===== src/rtl/snake_pkg.sv =====
// Shared definitions for the Snake game: status packet layout, flag bits and
// the status transmitter state encoding.
package snake_pkg;

  localparam logic [7:0] HEADER_BYTE_DEF = 8'hA5;
  localparam int         PKT_LEN         = 7;

  localparam logic [2:0] IDX_HEADER   = 3'd0;
  localparam logic [2:0] IDX_SCORE_HI = 3'd1;
  localparam logic [2:0] IDX_SCORE_LO = 3'd2;
  localparam logic [2:0] IDX_HEAD_X   = 3'd3;
  localparam logic [2:0] IDX_HEAD_Y   = 3'd4;
  localparam logic [2:0] IDX_FLAGS    = 3'd5;
  localparam logic [2:0] IDX_CHECKSUM = 3'd6;

  localparam int FLAG_GAMEOVER = 0;
  localparam int FLAG_PAUSED   = 1;

  typedef enum logic [1:0] {
    IDLE      = 2'd0,
    SEND      = 2'd1,
    WAIT_ACK  = 2'd2,
    WAIT_DONE = 2'd3
  } tx_state_t;

  function automatic logic [7:0] make_flags(input logic paused, input logic game_over);
    logic [7:0] f;
    f = 8'h00;
    f[FLAG_PAUSED]   = paused;
    f[FLAG_GAMEOVER] = game_over;
    return f;
  endfunction

endpackage


===== src/rtl/snake_status_tx.sv =====
// Serializes a latched game-status snapshot into a 7-byte packet and drives
// the byte-level TxStart/TxReady handshake of UartTx.
module snake_status_tx
  import snake_pkg::*;
#(
  parameter logic [7:0] HEADER_BYTE = HEADER_BYTE_DEF,
  parameter bit         CHECKSUM_EN = 1'b1
) (
  input  logic        Clk,
  input  logic        Rst,
  input  logic        SnapValid,
  output logic        SnapReady,
  input  logic [15:0] SnapScore,
  input  logic [7:0]  SnapHeadX,
  input  logic [7:0]  SnapHeadY,
  input  logic        SnapGameOver,
  input  logic        SnapPaused,
  output logic [7:0]  TxData,
  output logic        TxStart,
  input  logic        TxReady,
  output logic        Busy,
  output logic        PacketDone
);

  localparam logic [2:0] LAST_IDX = 3'(PKT_LEN - 1);

  tx_state_t   state_reg, state_next;
  logic [2:0]  idx_reg, idx_next;
  logic [15:0] score_reg, score_next;
  logic [7:0]  headx_reg, headx_next;
  logic [7:0]  heady_reg, heady_next;
  logic [7:0]  flags_reg, flags_next;
  logic [7:0]  tx_data_reg, tx_data_next;
  logic        tx_start_reg, tx_start_next;
  logic        busy_reg, busy_next;
  logic        done_reg, done_next;
  logic        ready_reg, ready_next;
  logic [7:0]  checksum;
  logic [7:0]  cur_byte;
  logic        capture;

  // Checksum covers only the latched payload, never the header.
  assign checksum = CHECKSUM_EN ?
                    (score_reg[15:8] ^ score_reg[7:0] ^ headx_reg ^ heady_reg ^ flags_reg) :
                    8'h00;

  assign capture = SnapValid && ready_reg && (state_reg == IDLE);

  always_comb begin
    cur_byte = 8'h00;
    case (idx_reg)
      IDX_HEADER:   cur_byte = HEADER_BYTE;
      IDX_SCORE_HI: cur_byte = score_reg[15:8];
      IDX_SCORE_LO: cur_byte = score_reg[7:0];
      IDX_HEAD_X:   cur_byte = headx_reg;
      IDX_HEAD_Y:   cur_byte = heady_reg;
      IDX_FLAGS:    cur_byte = flags_reg;
      IDX_CHECKSUM: cur_byte = checksum;
      default:      cur_byte = 8'h00;
    endcase
  end

  always_comb begin
    state_next    = state_reg;
    idx_next      = idx_reg;
    score_next    = score_reg;
    headx_next    = headx_reg;
    heady_next    = heady_reg;
    flags_next    = flags_reg;
    tx_data_next  = tx_data_reg;
    tx_start_next = 1'b0;
    busy_next     = busy_reg;
    done_next     = 1'b0;

    case (state_reg)
      IDLE: begin
        if (capture) begin
          score_next = SnapScore;
          headx_next = SnapHeadX;
          heady_next = SnapHeadY;
          flags_next = make_flags(SnapPaused, SnapGameOver);
          idx_next   = IDX_HEADER;
          busy_next  = 1'b1;
          state_next = SEND;
        end
      end
      SEND: begin
        if (TxReady) begin
          tx_data_next  = cur_byte;
          tx_start_next = 1'b1;
          state_next    = WAIT_ACK;
        end
      end
      WAIT_ACK: begin
        if (!TxReady) state_next = WAIT_DONE;
      end
      WAIT_DONE: begin
        if (TxReady) begin
          if (idx_reg == LAST_IDX) begin
            done_next  = 1'b1;
            busy_next  = 1'b0;
            state_next = IDLE;
          end else begin
            idx_next   = idx_reg + 3'd1;
            state_next = SEND;
          end
        end
      end
      default: state_next = IDLE;
    endcase

    // An out-of-range index can only come from corruption; abandon the packet.
    if (state_reg != IDLE && idx_reg > LAST_IDX) begin
      state_next    = IDLE;
      idx_next      = 3'd0;
      busy_next     = 1'b0;
      tx_start_next = 1'b0;
    end

    ready_next = (state_next == IDLE);
  end

  always_ff @(posedge Clk) begin
    if (!Rst) begin
      state_reg    <= IDLE;
      idx_reg      <= 3'd0;
      score_reg    <= 16'h0000;
      headx_reg    <= 8'h00;
      heady_reg    <= 8'h00;
      flags_reg    <= 8'h00;
      tx_data_reg  <= 8'h00;
      tx_start_reg <= 1'b0;
      busy_reg     <= 1'b0;
      done_reg     <= 1'b0;
      ready_reg    <= 1'b0;
    end else begin
      state_reg    <= state_next;
      idx_reg      <= idx_next;
      score_reg    <= score_next;
      headx_reg    <= headx_next;
      heady_reg    <= heady_next;
      flags_reg    <= flags_next;
      tx_data_reg  <= tx_data_next;
      tx_start_reg <= tx_start_next;
      busy_reg     <= busy_next;
      done_reg     <= done_next;
      ready_reg    <= ready_next;
    end
  end

  assign SnapReady  = ready_reg;
  assign TxData     = tx_data_reg;
  assign TxStart    = tx_start_reg;
  assign Busy       = busy_reg;
  assign PacketDone = done_reg;

endmodule

===== config.mk =====
export PLATFORM = sky130hd
export DESIGN_NAME = snake_status_tx
export DESIGN_NICKNAME = d
export VERILOG_FILES = /design/src/rtl/snake_pkg.sv /design/src/rtl/snake_status_tx.sv
export SDC_FILE = /design/constraint.sdc
export NUM_CORES = 1
export LEC_CHECK = 0
export CAP_MARGIN = 20
export CELL_PAD_IN_SITES_DETAIL_PLACEMENT = 0
export CELL_PAD_IN_SITES_GLOBAL_PLACEMENT = 2
export CORE_MARGIN = 1
export CORE_UTILIZATION = 32
export CTS_CLUSTER_SIZE = 16
export DETAILED_ROUTE_END_ITERATION = 8
export PLACE_DENSITY_LB_ADDON = 0.25
export SLEW_MARGIN = 40
export SYNTH_ARGS = -nofsm -noshare
export SYNTH_HDL_FRONTEND = slang
export SYNTH_SLANG_ARGS = --single-unit

===== constraint.sdc =====
create_clock -name Clk -period 5.6 [get_ports Clk]
set_input_delay 0.84 -clock Clk [delete_from_list [all_inputs] [get_ports Clk]]
set_output_delay 0.84 -clock Clk [all_outputs]
set_load 0.005 [all_outputs]

### Yosys cells after proc, flatten, opt, wreduce, memory -nomap -nowiden

Cells that the tools add are included.
Widths: inputs -> output; s select.

| word-level totals | value |
|---|---|
| register bits | 51 |
| output and inout bits | 12 |
| word-level logic and storage cells | 65 |

| cells by class | value |
|---|---|
| add/subtract/negate cells | 1 |
| magnitude comparators | 1 |
| equality and inequality tests | 13 |
| mux-type cells | 18 |
| bitwise operators | 6 |
| reductions and logical operators | 15 |

Operators with widths:

| kind | count |
|---|---|
| $pmux 8 s7 | 1 |
| $xor 8x8->8 | 3 |
| $mux 2 | 5 |
| $eq 3x3->1 const B | 3 |
| $mux 3 | 3 |
| $ne 2x2->1 const B | 4 |
| $pmux 2 s4 | 1 |
| $reduce_and 4->1 | 2 |
| $xor 8x2->8 | 1 |
| $eq 3x2->1 const B | 2 |
| $mux 1 | 6 |
| $pmux 3 s2 | 1 |
| $eq 2x2->1 const B | 2 |
| $logic_not 2->1 | 2 |
| $reduce_and 2->1 | 2 |
| $reduce_bool 2->1 | 2 |
| $add 3x1->3 const B | 1 |
| $eq 3x1->1 const B | 1 |
| $gt 3x3->1 const B | 1 |
| $logic_and 1x1->1 | 3 |
| $logic_not 3->1 | 1 |
| $reduce_and 3->1 | 1 |
| $reduce_or 3->1 | 1 |
| $eq 2x1->1 const B | 1 |
| other kinds (3) | 4 |

### Logic depth before layout (Yosys ltp)

Gate-level depths: netlist of run 1.

| logic depth | value |
|---|---|
| depth after elaboration | 6 |
| depth in mapped cells | 8 |
| gate-level depth less buffers | 6 |

### Worst setup path before layout of run 1

OpenSTA, ideal clock, no wires.

| timing | value |
|---|---|
| path type | register -> register |
| start point | reg idx_reg[2] |
| end point | reg tx_data_reg[7], in the netlist TxData[7] |
| arrival time | 1.717 ns |
| data required time | 5.477 ns |
| path slack | 3.760 ns |
| stages on the path, launching flop included | 9 |
| clock period less this slack | 1.840 ns |
| cells stage by stage | dfxtp_1 -> clkbuf_1 -> inv_1 -> ha_1 -> clkbuf_1 -> nor4_1 -> nor3b_1 -> a222oi_1 -> inv_1 |

| on the way | value |
|---|---|
| word-level cells in the longest chain between the ends | 2 |
| elaborated cells between the ends (all ways) | 8 |
| classes of those cells | 6 x eq/ne; 1 x mux; 1 x reduce/logical |

RTL lines:

| item | RTL line | RTL |
|---|---|---|
| from (decl) | snake_status_tx.sv:28 | `logic [2:0] idx_reg, idx_next;` |
| from (signal assigned) | snake_status_tx.sv:138 | `idx_reg <= idx_next;` |
| $eq 3x3->1 (tied with other cells) | snake_status_tx.sv:51 | `case (idx_reg)` |
| $pmux 8 s7 * | snake_status_tx.sv:51 |  |
| to (signal assigned) | snake_status_tx.sv:143 | `tx_data_reg <= tx_data_next;` |
| to (decl) | snake_status_tx.sv:33 | `logic [7:0] tx_data_reg, tx_data_next;` |

Every way passes the cells marked *; elsewhere a longest branch is shown, timed or not.
A chain may end at the register's enable or synchronous reset.

### Worst setup path after layout of run 1

Ends and elaborated chain as after synthesis.

==> results.py, run 1 <==
metrics = {
    "finish": {
        "syn_to_final_growth_pct": 26.5,
        "num-nets-final": 373,
        "diodes": 0,
        "largest_reg_flops": 16,
        "drive_gt1_share_pct": 3.93,
    },
    "sta": {
        "finalClockSkew_ps": 12.3,
        "tightest_slew_ps": 703,
        "rsz0062_at_grt": "no",
        "clock.fmax_mhz": 420,
        "post-route-period-util_pct": 42.6,
        "fin_setup_tns_ps": 0,
        "finalSetupViolations": 0,
        "finalCriticalPeriod_ps": 2380,
        "slew_headroom_pct": 53.0,
        "hold_viol": 0,
        "timing.final.max_slew_violations": 0,
    },
    "clock_tree": {
        "cts_buffer_depth": 2,
        "cts-buffers-inserted": 5,
        "insertion_delay_ps": 310,
        "htree_levels": 2,
        "hold_buffers": 0,
        "cts_root_buf": "clkbuf_8",
        "cts_tree": "yes",
        "clkSlewWorstSetupHoldPaths_ps": 100,
        "post_cts_buffers": 0,
        "cts-resized-gates": 0,
        "cts_sinks": 51,
    },
    "drt": {
        "drt-met1-wl_um": 3130,
        "wl_per_cell_um": 14.0,
        "vias_per_cell": 4.77,
        "postRouteAntennaNets": 0,
        "dr.pass1.iters": 4,
        "routed_wl_um": 6010,
        "num_vias": 2053,
        "wl_met2_um": 2570,
        "dr_wl_met3_um": 246,
        "top_layer": "met4",
        "drc": 0,
        "drt_iter0_markers": 64,
    },
    "worst_hold_path": {
        "hold_depth": 2,
        "hp-class": "reg -> reg",
    },
    "global_routing": {
        "grt_max_degree": 42,
        "antenna_found_initial": 0,
        "grt_pass1_wl_um": 9820,
        "grt_pass1_vias": 1975,
        "track_usage_pct": 16.2,
        "gr-total-overflow": 0,
    },
    "yosys": {
        "ys_seq_elements": 51,
        "ys_warn_count": 0,
        "syn-num-nets": 334,
        "synth_top_area_share_pct": 41.5,
        "yosys.area.top_type": "dfxtp_1",
        "ys_async_sr_fraction_pct": 0,
        "seq_area_frac_synth_pct": 41.5,
        "synth_top_cells_by_area": "dfxtp_1 (42%), nand2_1 (11%), a21boi_0 (11%), xnor2_1 (5.0%), a22oi_1 (3.7%)",
        "ys_types": 31,
        "synth_most_common_cell": "nand2_1",
        "synth_area_per_cell_sq_um": 8.45,
        "synth_edf_count": 0,
        "synth_area_sq_um": 2460,
        "synth_top_flop_cell": "dfxtp_1",
        "synth_common_cells": "nand2_1 (74), dfxtp_1 (51), a21boi_0 (35)",
        "synthCells": 291,
    },
    "placed_design": {
        "hpwl_um": 4140,
        "place_congestion": 0.732,
        "portBuffers": 49,
    },
    "critical_path": {
        "path_cells": "inv_1 > ha_1 > nor4_1 > nor3b_1 > a222oi_1 > inv_1",
        "cpPeakStageDelay_ps": 790,
        "crit_path_start_kind": "register",
        "slowest_stage": "dfxtp_1",
        "worst-path-buf-inv": 2,
        "path_class": "reg -> reg",
        "crit_family": "flip-flops",
        "cp.depth": 6,
        "critPathArrivalTime_ps": 2590,
        "cp-end-kind": "register",
        "critical_path.max_fanout": 18,
        "cpMostUsedCell": "inv_1",
        "rr_worst_depth": 6,
        "worst_ep_required_time_ps": 5810,
    },
    "pwr": {
        "p_per_area_nw_per_um2": 248,
        "p_total_mw": 0.773,
        "leakagePower_nw": 1.08,
        "irDropWorstVdd_uv": 85.1,
    },
    "floorplan": {
        "die_w_um": 89.7,
        "die_h_um": 89.7,
        "die-area_sq_um": 8040,
        "io_pins": 50,
        "start_util_pct": 33.6,
        "rows": 31,
        "core_sq_um": 7330,
    },
    "flow_run": {
        "max_cap_violations": 0,
    },
    "outcome": {
        "outcome": "finished, final reports clean",
    },
}
-- power by group --
part	switching (mW)	internal [mW]
registers	0.0216	0.385
logic	0.0576	0.0722
clock network	0.123	0.113
-- routing by layer --
| metal | up-vias | track usage [%] |
|---|---|---|
| met5 | - | 0 |
| met4 | 0 | 4.91 |
| met3 | 6 | 3.66 |
| met2 | 42 | 24.8 |
| met1 | 934 | 22.6 |
| li1 | 1071 | - |
-- layout make-up --
type,instances,area [sq um]
Clock buffer,8,100
Fill cell,729,4220
Inverter,7,26.3
Multi-Input combinational cell,213,1330
Sequential cell,51,1020
Tap cell,99,124
Timing Repair Buffer,52,513
-- final timing paths --
check / from / endpoint / slack, ps
max: idx_reg[2] / TxData[7] / 3220
min: Busy / Busy / 490
max reg2reg: idx_reg[2] / TxData[7] / 3220
min reg2reg: Busy / Busy / 490
-- metrics by stage --
stage	setup slack [ps]	hold WS, ps	area [sq um]	utilization [%]	cells
finish	3220	488	3110	42.4	430
global route	3080	515	3110	42.4	430
CTS	3270	490	3110	42.4	430
floorplan	3760	457	2460	-	291
global placement	3040	468	3010	41.1	422
detailed placement	2980	476	3010	41.1	422
-- worst reg2reg max path, delay by kind of cell, from the launching register on --
family | cells | cell delay, ps
buffers and inverters | 2 | 220
DFF | 1 | 790
adders and majority gates | 1 | 400
and+or+nand+nor | 2 | 520
AOI/OAI and AO/OA | 1 | 340
-- cell families (layout without fill, tap and decap cells) --
| logic type | after synthesis | count (layout) | share of synthesized area [%] |
|---|---|---|---|
| AOI/OAI and AO/OA | 81 | 81 | 23.1 |
| DFF | 51 | 51 | 41.5 |
| buffers and inverters | 27 | 67 | 4.53 |
| adders and majority gates | 5 | 5 | 2.54 |
| xor gates and xnor gates | 25 | 25 | 10.0 |
| muxes | 2 | 2 | 0.865 |
| and+or+nand+nor | 100 | 100 | 17.4 |
-- cell usage in the layout, fill, tap and decap left out, drive strengths merged, types with 3 or more instances in the layout --
master and count:
a221oi 5, ha 5, dfxtp 51, clkbuf 8, a22oi 12, clkdlybuf4s50 49
o21ai 15, a21boi 35, nand2 74, nor2 7, xor2 9, inv 7
buf 3, a21oi 10, nand3 7, a222oi 3, xnor2 14
Power figures use the tool's default switching activity.
==> inputs of run 2 (changes only) <==
--- a/config.mk
+++ b/config.mk
@@ -9,7 +9,7 @@
 export CELL_PAD_IN_SITES_DETAIL_PLACEMENT = 0
 export CELL_PAD_IN_SITES_GLOBAL_PLACEMENT = 2
 export CORE_MARGIN = 1
-export CORE_UTILIZATION = 32
+export CORE_UTILIZATION = 27
 export CTS_CLUSTER_SIZE = 16
 export DETAILED_ROUTE_END_ITERATION = 8
 export PLACE_DENSITY_LB_ADDON = 0.25
==> constraint.sdc (replaced) <==
create_clock -name Clk -period 2.1 [get_ports Clk]
set_input_delay 0.315 -clock Clk [delete_from_list [all_inputs] [get_ports Clk]]
set_output_delay 0.315 -clock Clk [all_outputs]
set_load 0.005 [all_outputs]
==> results.py, run 2 (synthesis results as in run 1) <==
metrics = {
    "finish": {
        "layout_commonest_cell": "nand2_1",
        "syn_to_final_growth_pct": 28.8,
        "num-nets-final": 380,
        "stdcell_area_sq_um": 3170,
        "drive_gt1_share_pct": 6.23,
        "diodes": 0,
        "finalNonFillerCells": 445,
        "largest_reg_flops": 16,
        "final_cell_mix": "nand2_1 (74), dfxtp_1 (51), clkdlybuf4s50_1 (49)",
    },
    "drt": {
        "dr.pass1.iters": 4,
        "postRouteAntennaNets": 0,
        "routed_wl_um": 6290,
        "wl_per_cell_um": 14.1,
        "drc": 0,
        "drt_iter0_markers": 65,
        "num_vias": 2089,
        "vias_per_cell": 4.69,
    },
    "global_routing": {
        "grt_pass1_wl_um": 10100,
        "met3_usage_pct": 3.38,
        "grt_max_degree": 36,
        "top_usage_layer": "met2",
        "track_usage_pct": 13.7,
        "met2_usage_pct": 22.4,
        "gr-total-overflow": 0,
        "gr-usage-met1_pct": 18.0,
        "antenna_found_initial": 0,
        "grt_pass1_vias": 1971,
    },
    "floorplan": {
        "rows": 34,
        "die-area_sq_um": 9500,
        "die_w_um": 97.5,
        "core_sq_um": 8760,
        "io_pins": 50,
        "die_h_um": 97.5,
        "start_util_pct": 28.1,
    },
    "sta": {
        "clock.fmax_mhz": 516,
        "finalSetupViolations": 0,
        "timing.final.max_slew_violations": 0,
        "slew_headroom_pct": 61.1,
        "fin_setup_tns_ps": 0,
        "finalCriticalPeriod_ps": 1940,
        "rsz0062_at_grt": "no",
        "tightest_slew_ps": 584,
        "post-route-period-util_pct": 92.3,
        "finalClockSkew_ps": 9.67,
        "hold_viol": 0,
    },
    "pwr": {
        "switchingPower_mw": 0.538,
        "pwr-share-clk_pct": 28.8,
        "leakagePower_nw": 1.11,
        "p_total_mw": 2.02,
        "switching_share_pct": 26.6,
        "irDropWorstVdd_uv": 213,
        "intPower_mw": 1.48,
        "seq_power_share_pct": 53.8,
        "pwr-share-comb_pct": 17.4,
        "p_per_area_nw_per_um2": 638,
    },
    "placed_design": {
        "portBuffers": 49,
        "place_inst": 438,
        "place_congestion": 0.736,
        "dpl_cell_area_sq_um": 3080,
        "hpwl_um": 4600,
    },
    "critical_path": {
        "worst_ep_required_time_ps": 2330,
        "path_class": "reg -> reg",
        "path_cells": "inv_1 > ha_1 > nor4_1 > or3b_2 > o21ai_0",
        "crit_path_start_kind": "register",
        "cpPeakStageDelay_ps": 560,
        "critPathArrivalTime_ps": 2170,
        "cp-end-kind": "register",
        "critical_path.max_fanout": 13,
        "slowest_stage": "or3b_2",
    },
    "worst_hold_path": {
        "hp-class": "reg -> reg",
    },
    "outcome": {
        "outcome": "finished, final reports clean",
    },
    "clock_tree": {
        "htree_levels": 2,
        "cts_tree": "yes",
        "clkSlewWorstSetupHoldPaths_ps": 90,
        "cts_buffer_depth": 2,
        "cts_sinks": 51,
        "cts_root_buf": "clkbuf_8",
        "insertion_delay_ps": 310,
        "cts-buffers-inserted": 5,
        "post_cts_buffers": 0,
    },
    "flow_run": {
        "max_cap_violations": 0,
    },
}
[run 2: changes by cell type in the layout (fill, tap and decap cells not counted), sizes merged]
cell | before | now
buf | 3 | 10
clkbuf | 8 | 6
clkinv | 0 | 1
[run 2: cell type report]
cell class | count | area (sq um)
flip-flops and latches | 51 | 1020
fillers | 916 | 5590
multi-input cells | 213 | 1330
well taps | 108 | 135
clock buffers | 6 | 82.6
clock inverters | 1 | 5.00
inverters | 7 | 26.3
repair buffers | 59 | 566
[run 2: power by group through the flow]
stage / logic (mW) / clock network, mW / registers, mW
floorplan: 0.223 / 0 / 1.09
global placement: 0.356 / 0 / 1.11
detailed placement: 0.359 / 0 / 1.11
CTS: 0.360 / 0.603 / 1.09
global route: 0.394 / 0.651 / 1.10
finish: 0.352 / 0.581 / 1.09
[run 2: what timing repair did]
item / CTS / global route
hold buffers: 0 / 0
endpoints found under the setup margin: 0 / 2
gates resized for setup: 0 / 1
[run 2: worst paths after layout]
check,from,to,slack (ps),cells past startpoint
worst max-delay path,idx_reg[0],TxData[6],160,5
worst min-delay path,score_reg[9],score_reg[9],490,2
worst min register to register,score_reg[9],score_reg[9],490,2
worst max register to register,idx_reg[0],TxData[6],160,5
[run 2: metrics by stage]
step	setup WS, ps	hold slack (ps)	utilization [%]
2_1_floorplan	260	457	-
3_3_place_gp	245	479	35.1
6_report	161	493	36.2
4_1_cts	172	497	36.1
3_5_place_dp	186	482	35.1
5_1_grt	9.07	526	36.2
[run 2: layer usage]
metal	vias to the layer above	routed length, um
li1	1082	-
met1	947	3060
met2	53	2860
met3	7	304
met4	0	65
met5	-	0
[run 2: critical path: cells and delay by family, from the launching register on]
kind | cells | cell delay [ps]
and+or+nand+nor | 2 | 680
buffers and inverters | 1 | 100
AOI/OAI and AO/OA | 1 | 180
DFF | 1 | 360
adders and majority gates | 1 | 530
==> inputs of run 3 (changes only) <==
--- a/config.mk
+++ b/config.mk
@@ -13,7 +13,6 @@
 export CTS_CLUSTER_SIZE = 16
 export DETAILED_ROUTE_END_ITERATION = 8
 export PLACE_DENSITY_LB_ADDON = 0.25
-export SLEW_MARGIN = 40
 export SYNTH_ARGS = -nofsm -noshare
 export SYNTH_HDL_FRONTEND = slang
 export SYNTH_SLANG_ARGS = --single-unit
==> results of run 3 <==
Same layout as run 2: the final DEF is identical, and so are final timing and power.
